<file path="src/rtl/adder_pkg.sv">
// Shared definitions for the segmented pipelined adder: stage-count helper,
// parameter legality check and the per-stage carry/valid bundle.
package adder_pkg;

    typedef struct packed {
        logic carry;
        logic vld;
    } stage_ctl_t;

    function automatic int nstg(input int width, input int seg);
        return width / seg;
    endfunction

    function automatic bit seg_ok(input int width, input int seg);
        return (width >= 1) && (seg >= 1) && ((width % seg) == 0);
    endfunction

endpackage

</file>
<file path="src/rtl/adder_seg.sv">
// Combinational SEG-bit ripple-carry slice built from generate/propagate terms.
module adder_seg #(
    parameter int SEG = 4
) (
    input  logic [SEG-1:0] a,
    input  logic [SEG-1:0] b,
    input  logic           ci,
    output logic [SEG-1:0] s,
    output logic           co
);

    logic [SEG-1:0] g;
    logic [SEG-1:0] p;

    assign g = a & b;
    assign p = a ^ b;

    always_comb begin
        logic c;
        c = ci;
        s = '0;
        for (int i = 0; i < SEG; i++) begin
            s[i] = p[i] ^ c;
            c    = g[i] | (p[i] & c);
        end
        co = c;
    end

endmodule

</file>
<file path="src/rtl/adder_pipe.sv">
// Pipelined adder/subtractor resolving one SEG-bit segment per stage; a single
// global enable (adv) moves every stage together so control stays trivial.
module adder_pipe
    import adder_pkg::*;
#(
    parameter int WIDTH = 16,
    parameter int SEG   = 4
) (
    input  logic             clk,
    input  logic             rst,
    input  logic             in_valid,
    output logic             in_ready,
    input  logic [WIDTH-1:0] a,
    input  logic [WIDTH-1:0] b,
    input  logic             cin,
    input  logic             sub,
    output logic             out_valid,
    input  logic             out_ready,
    output logic [WIDTH-1:0] sum,
    output logic             cout,
    output logic             ovf
);

    localparam int NSTG = nstg(WIDTH, SEG);

    if (!seg_ok(WIDTH, SEG)) begin : g_param_check
        $error("adder_pipe: WIDTH must be a positive multiple of SEG");
    end

    logic adv;

    // Element k of each array is what stage k consumes: remaining operand
    // segments shifted down to bit 0, the partially assembled sum, carry/valid.
    logic [WIDTH-1:0] op_a   [NSTG];
    logic [WIDTH-1:0] op_b   [NSTG];
    logic [WIDTH-1:0] acc_in [NSTG];
    stage_ctl_t       ctl_in [NSTG];

    assign adv      = !out_valid || out_ready;
    assign in_ready = adv;

    assign op_a[0]   = a;
    assign op_b[0]   = sub ? ~b : b;
    assign acc_in[0] = '0;
    assign ctl_in[0] = '{carry: sub | cin, vld: in_valid};

    for (genvar k = 0; k < NSTG; k++) begin : g_stg
        logic [SEG-1:0]   seg_s;
        logic             seg_co;
        logic [WIDTH-1:0] seg_sum;

        adder_seg #(.SEG(SEG)) u_seg (
            .a  (op_a[k][SEG-1:0]),
            .b  (op_b[k][SEG-1:0]),
            .ci (ctl_in[k].carry),
            .s  (seg_s),
            .co (seg_co)
        );

        assign seg_sum = acc_in[k] | (WIDTH'(seg_s) << (k * SEG));

        if (k < NSTG - 1) begin : g_mid
            logic [WIDTH-1:0] a_r;
            logic [WIDTH-1:0] b_r;
            logic [WIDTH-1:0] sum_r;
            stage_ctl_t       ctl_r;

            always_ff @(posedge clk) begin
                if (rst) begin
                    ctl_r <= '0;
                end else if (adv) begin
                    ctl_r <= '{carry: seg_co, vld: ctl_in[k].vld};
                end
            end

            always_ff @(posedge clk) begin
                if (adv) begin
                    a_r   <= op_a[k] >> SEG;
                    b_r   <= op_b[k] >> SEG;
                    sum_r <= seg_sum;
                end
            end

            assign op_a[k+1]   = a_r;
            assign op_b[k+1]   = b_r;
            assign acc_in[k+1] = sum_r;
            assign ctl_in[k+1] = ctl_r;
        end else begin : g_last
            logic [WIDTH-1:0] sum_r;
            stage_ctl_t       ctl_r;
            logic             ovf_r;

            // Top segment: operand sign bits are op_*[SEG-1], result sign is seg_s[SEG-1].
            always_ff @(posedge clk) begin
                if (rst) begin
                    ctl_r <= '0;
                    sum_r <= '0;
                    ovf_r <= 1'b0;
                end else if (adv) begin
                    ctl_r <= '{carry: seg_co, vld: ctl_in[k].vld};
                    sum_r <= seg_sum;
                    ovf_r <= (op_a[k][SEG-1] == op_b[k][SEG-1]) &&
                             (seg_s[SEG-1] != op_a[k][SEG-1]);
                end
            end

            assign sum       = sum_r;
            assign cout      = ctl_r.carry;
            assign out_valid = ctl_r.vld;
            assign ovf       = ovf_r;
        end
    end

endmodule

</file>
<file path="config.mk">
export PLATFORM = sky130hd
export DESIGN_NAME = adder_pipe
export DESIGN_NICKNAME = d
export VERILOG_FILES = /design/src/rtl/adder_pkg.sv /design/src/rtl/adder_seg.sv /design/src/rtl/adder_pipe.sv
export SDC_FILE = /design/constraint.sdc
export NUM_CORES = 1
export LEC_CHECK = 0
export ABC_AREA = 1
export BUFFER_PORTS_ARGS = -buffer_cell sky130_fd_sc_hd__buf_2
export CORE_MARGIN = 2
export CORE_UTILIZATION = 49
export CTS_CLUSTER_SIZE = 28
export DETAILED_ROUTE_END_ITERATION = 10
export PLACE_DENSITY = 0.7
export SKIP_LAST_GASP = 1
export SLEW_MARGIN = 20
export SYNTH_ARGS = -nofsm -noshare
export SYNTH_HDL_FRONTEND = slang
export SYNTH_SLANG_ARGS = --single-unit
</file>
<file path="constraint.sdc">
create_clock -name clk -period 3.9 [get_ports clk]
set_input_delay 1.17 -clock clk [delete_from_list [all_inputs] [get_ports clk]]
set_output_delay 1.17 -clock clk [all_outputs]
set_load 0.02 [all_outputs]
</file>
# After elaboration in Yosys (flattened, before gate mapping)
# Index checks and enable logic that the tools add are counted.
[word_totals]
wordCells = 86
register_bits = 109
inputBits = 38
[classes]
n_eq_ne = 2
reduce_logical = 3
n_mux = 1
bitwise = 61
[ops]
columns = ["cell", "count"]
rows = [
  ["$or 1x1->1", 17],
  ["$and 1x1->1", 16],
  ["$and 4x4->4", 4],
  ["$mux 16", 1],
  ["$not 16->16", 1],
  ["$or 16x12->16", 1],
  ["$or 16x16->16", 1],
  ["$xor 1x1->1", 16],
  ["$xor 4x4->4", 4],
  ["$or 4x8->8", 1],
  ["$eq 1x1->1", 1],
  ["$logic_and 1x1->1", 1],
  ["$logic_not 1->1", 1],
  ["$logic_or 1x1->1", 1],
  ["$ne 1x1->1", 1],
]

# Longest topological paths before layout
[depth]
depth_word = 11
mapped_depth = 11
depth_no_buf = 11

# Cells and area by module
# From an unflattened synthesis, not the netlist that was laid out.
[hier_totals]
hier_cells = 265
area_unflattened_um2 = 3718.6
[modules_own_cells]
columns = ["mod", "area_per_inst_um2", "cells_each", "seq_area_each_um2", "n_inst"]
rows = [
  ["adder_pipe", 3248.1, 209, 2662.6, 1],
  ["adder_seg", 117.6, 14, 0.0, 4],
]

# Worst setup path after synthesis
# No wires, ideal clock.
[synth_timing]
path_kind = "input to register"
from = "input sub"
to = "register g_stg[0].g_mid.sum_r[3], data pin"
arrival_ns = 3.202
setup_time_ns = 0.269
path_stages = 8
setup_slack_ns = 0.429
path_buffers = 2
cell_sequence = "buf_4 > buf_6 > xnor2_1 > fa_1 > fa_1 > fa_1 > inv_1 > fa_1"
[synth_via]
elab_chain_cells = 9
word_cells_on_any_way = 11
[synth_rtl]
columns = ["element", "line_no", "source"]
rows = [
  ["from (decl)", "adder_pipe.sv:16", "input logic sub,"],
  ["$mux 16", "adder_pipe.sv:43", "assign op_b[0] = sub ? ~b : b;"],
  ["$xor 4x4->4", "adder_seg.sv:16", "assign p = a ^ b;"],
  ["$and 1x1->1", "adder_seg.sv:24", "c = g[i] | (p[i] & c);"],
  ["$or 1x1->1", "adder_seg.sv:24", ""],
  ["$and 1x1->1", "adder_seg.sv:24", ""],
  ["$or 1x1->1", "adder_seg.sv:24", ""],
  ["$and 1x1->1", "adder_seg.sv:24", ""],
  ["$or 1x1->1", "adder_seg.sv:24", ""],
  ["$xor 1x1->1 *", "adder_seg.sv:23", "s[i] = p[i] ^ c;"],
  ["named net g_stg[0].seg_s[3]", "adder_pipe.sv:48", "logic [SEG-1:0] seg_s;"],
  ["to (signal assigned)", "adder_pipe.sv:80", "sum_r <= seg_sum;"],
  ["to (decl)", "adder_pipe.sv:65", "logic [WIDTH-1:0] sum_r;"],
]
# The timed path passes the listed nets; every way through them passes the cells marked *.
# A chain may end at the register's enable or synchronous reset.

# Worst setup path after layout
# Same ends and word-level chain as after synthesis.

==> run_summary.xml <==
<?xml version="1.0" encoding="UTF-8"?>
<metrics>
  <group name="sta">
    <metric name="worst_hold_slack" unit="ns">0.4236</metric>
    <metric name="setup_viol" unit="">0</metric>
    <metric name="final.setup.tns" unit="ns">0</metric>
    <metric name="finalMaxSlewViolations" unit="">0</metric>
    <metric name="period_utilization_post_route" unit="%">77.25</metric>
    <metric name="worst_slew_margin_rel" unit="%">58.69</metric>
    <metric name="fmax" unit="MHz">331.9</metric>
    <metric name="worst_pin_slew" unit="ns">0.6196</metric>
    <metric name="rsz0062_at_grt" unit="">false</metric>
    <metric name="post-route-min-period" unit="ns">3.013</metric>
    <metric name="report.final.hold_viol_count" unit="">0</metric>
    <metric name="worst_clock_skew" unit="ns">0.008485</metric>
  </group>
  <group name="final_layout">
    <metric name="utilization" unit="%">59.03</metric>
    <metric name="area_growth_syn_to_layout" unit="%">16.10</metric>
    <metric name="n_diodes" unit="">0</metric>
    <metric name="post_route_cells_drive_above_1_share" unit="%">25.77</metric>
    <metric name="finish.net_count" unit="">376</metric>
  </group>
  <group name="clocking">
    <metric name="cts_num_sinks" unit="">97</metric>
    <metric name="cts_tree" unit="">done</metric>
    <metric name="cts_inserted_buffers" unit="">9</metric>
    <metric name="cts_root_buf" unit="">clkbuf_8</metric>
    <metric name="clkTransAtPathRegs" unit="ns">0.10</metric>
    <metric name="htree_levels" unit="">3</metric>
    <metric name="cts.repair.resized" unit="">0</metric>
    <metric name="clk_latency" unit="ns">0.36</metric>
    <metric name="post-cts-setup-buffers" unit="">0</metric>
    <metric name="cts-hold-fix-buffers" unit="">0</metric>
    <metric name="cts_max_path_buffers" unit="">2</metric>
  </group>
  <group name="drt">
    <metric name="wl_met3" unit="µm">255</metric>
    <metric name="wl_per_cell" unit="µm">12.16</metric>
    <metric name="vias_per_cell" unit="">4.480</metric>
    <metric name="detail_route.drc_violations" unit="">0</metric>
    <metric name="wirelength_met1" unit="µm">2468</metric>
    <metric name="max_used_layer" unit="">met4</metric>
    <metric name="postRouteAntennaNets" unit="">0</metric>
    <metric name="wl" unit="µm">5167</metric>
    <metric name="detailroute.via_count" unit="">1904</metric>
    <metric name="met2_wirelength" unit="µm">2323</metric>
    <metric name="first_pass_iters" unit="">4</metric>
    <metric name="drt-initial-drc-count" unit="">107</metric>
  </group>
  <group name="worst_setup_path">
    <metric name="critPathArrivalTime" unit="ns">3.12</metric>
    <metric name="worstPathCellList" unit="">buf_2 -&gt; xnor2_1 -&gt; fa_1 -&gt; fa_1 -&gt; fa_1 -&gt; inv_1 -&gt; fa_1</metric>
    <metric name="crit_required" unit="ns">4.01</metric>
    <metric name="worst_path_most_repeated_cell" unit="">fa_1</metric>
    <metric name="cp-start-kind" unit="">input pin</metric>
    <metric name="critPathMaxFanout" unit="">3</metric>
    <metric name="r2r_cells" unit="">11</metric>
    <metric name="stage_delay_of_the_slowest_cell_on_the_critical_path" unit="ns">0.42</metric>
    <metric name="worst_setup_path_end_kind" unit="">flip-flop</metric>
    <metric name="setup.worst_path.class" unit="">in -&gt; reg</metric>
    <metric name="cp_slowest_cell" unit="">fa_1</metric>
  </group>
  <group name="synthesis">
    <metric name="ys_top_cells_by_area" unit="">edfxtp_1 58%, dfxtp_1 13%, fa_1 8.6%, nor2_1 4.3%, inv_1 3.5%</metric>
    <metric name="ys_top_cells_by_count" unit="">72 x edfxtp_1, 42 x nor2_1, 35 x inv_1</metric>
    <metric name="synth_area" unit="µm²">3707</metric>
    <metric name="synth_largest_type_area_fraction" unit="%">58.32</metric>
    <metric name="postSynthRegisterBits" unit="">97</metric>
    <metric name="netlist-cell-type-count" unit="">21</metric>
    <metric name="syn-mean-instance-area" unit="µm²">14.37</metric>
    <metric name="synth_async_sr_flop_share" unit="%">0</metric>
    <metric name="synth_seq_area_share" unit="%">71.82</metric>
    <metric name="yosysWarnings" unit="">0</metric>
    <metric name="synth_ff_type" unit="">edfxtp_1</metric>
    <metric name="synth_enable_flop_cells" unit="">72</metric>
    <metric name="synth.largest_area_cell" unit="">edfxtp_1</metric>
    <metric name="syn_inst" unit="">258</metric>
    <metric name="syn_nets" unit="">313</metric>
    <metric name="post-synth-top-count-cell" unit="">edfxtp_1</metric>
  </group>
  <group name="die">
    <metric name="floorplan.initialDensity" unit="%">50.84</metric>
    <metric name="fp-row-count" unit="">31</metric>
    <metric name="die_h" unit="µm">90.98</metric>
    <metric name="floorplan.die.width" unit="µm">90.98</metric>
    <metric name="number_of_i_o_pins" unit="">58</metric>
    <metric name="fp.dieArea" unit="µm²">8277</metric>
    <metric name="fp.coreArea" unit="µm²">7292</metric>
  </group>
  <group name="power_and_ir_drop">
    <metric name="peakVddDrop" unit="µV">221.4</metric>
    <metric name="leakagePower" unit="nW">1.874</metric>
    <metric name="power-per-cell-area" unit="nW/µm²">551.0</metric>
  </group>
  <group name="run">
    <metric name="drv.max_cap_violation_count" unit="">0</metric>
  </group>
  <group name="place">
    <metric name="place_congestion" unit="">0.7242</metric>
    <metric name="place_hpwl" unit="µm">3430</metric>
    <metric name="io_buffer_count" unit="">57</metric>
  </group>
  <group name="grt">
    <metric name="groute.usage.overall" unit="%">14.13</metric>
    <metric name="grt_start_max_net_pins" unit="">56</metric>
    <metric name="via_count_of_the_first_global_routing_pass" unit="">1995</metric>
    <metric name="overflow" unit="">0</metric>
    <metric name="grt_first_pass_wirelength" unit="µm">8956</metric>
    <metric name="grt_antenna_before_repair" unit="">0</metric>
  </group>
  <group name="status">
    <metric name="run_status" unit="">completed</metric>
  </group>
  <group name="min_path">
    <metric name="hold_depth" unit="">0</metric>
    <metric name="holdCritPathClass" unit="">reg -&gt; reg</metric>
  </group>
</metrics>
## registers in the layout, summed over array words and instances, names as in the netlist
register           count
g_stg.g_mid.b_r       24
sum                   16
out_valid              1
g_stg.g_mid.sum_r     24
ctl_in                 6
ovf                    1
cout                   1
g_stg.g_mid.a_r       24
## final cells by class
type	instances	area [µm²]
inverters	38	142.6
fillers	625	2988
flip-flops and latches	97	2663
clock buffers	9	123.9
clock inverters	7	111.4
repair buffers	60	307.8
multi-input cells	115	832.0
well taps	99	123.9
## placed cells by master (no fill, tap or decap)
master      n
clkinv_4    2
clkinv_8    1
fa_1       16
nand2_1    12
inv_1      35
buf_4       3
nor2_1     42
dfxtp_1    25
inv_2       3
nor2_2      3
inv_6       2
nor2_4      1
bufinv_16   2
a21oi_1     3
edfxtp_1   72
xor2_1     13
xnor2_1     3
buf_2      57
ha_1        1
clkbuf_8    9
nand2_4     1
o21ai_1     6
o21ai_0    13
nand3_1     1
## worst max-delay path, delay by kind of cell
kind                       cells  cell delay [ns]
adders and majority gates      4             1.59
buffers and inverters          2             0.22
xor gates and xnor gates       1             0.16
## cells by family (layout without fill, tap and decap cells)
group | after synthesis | in the layout | share of synthesized area [%]
flip-flops | 97 | 97 | 71.82
AND/OR/NAND/NOR | 60 | 60 | 6.716
XOR/XNOR | 16 | 16 | 3.780
adder cells (fa/ha/maj) | 17 | 17 | 8.977
buffers and inverters | 46 | 114 | 5.737
AO/OA/AOI/OAI | 22 | 22 | 2.970
## report_power, final
group,internal (W),switching (W)
clock,0.000373,0.000356
combinational,0.000115,0.000170
sequential,0.00130,0.0000557
## routing by layer
metal | GRT usage [%] | up-vias
met5 | 0 | -
met4 | 7.323 | 0
met3 | 3.817 | 8
met2 | 22.28 | 55
met1 | 18.03 | 885
li1 | - | 956
## through the flow
stage	power, W	cells	cell area (µm²)	setup slack (ns)
after floorplan	0.001567	258	3707	0.4290
after global placement	0.001655	409	4069	0.5486
after detailed placement	0.001673	409	4069	0.4938
after CTS	0.002403	425	4304	0.8928
after global routing	0.002502	425	4304	0.8214
final	0.002372	425	4304	0.8873
## final timing paths
path / startpoint / to / slack [ns]
setup / recovery: sub / g_stg[0].g_mid.sum_r[3] / 0.89
hold / removal: g_stg[1].g_mid.sum_r[7] / g_stg[2].g_mid.sum_r[7] / 0.42
setup reg to reg: g_stg[2].g_mid.b_r[0] / ovf / 1.55
hold reg to reg: g_stg[1].g_mid.sum_r[7] / g_stg[2].g_mid.sum_r[7] / 0.42
Power figures use the tool's default switching activity.
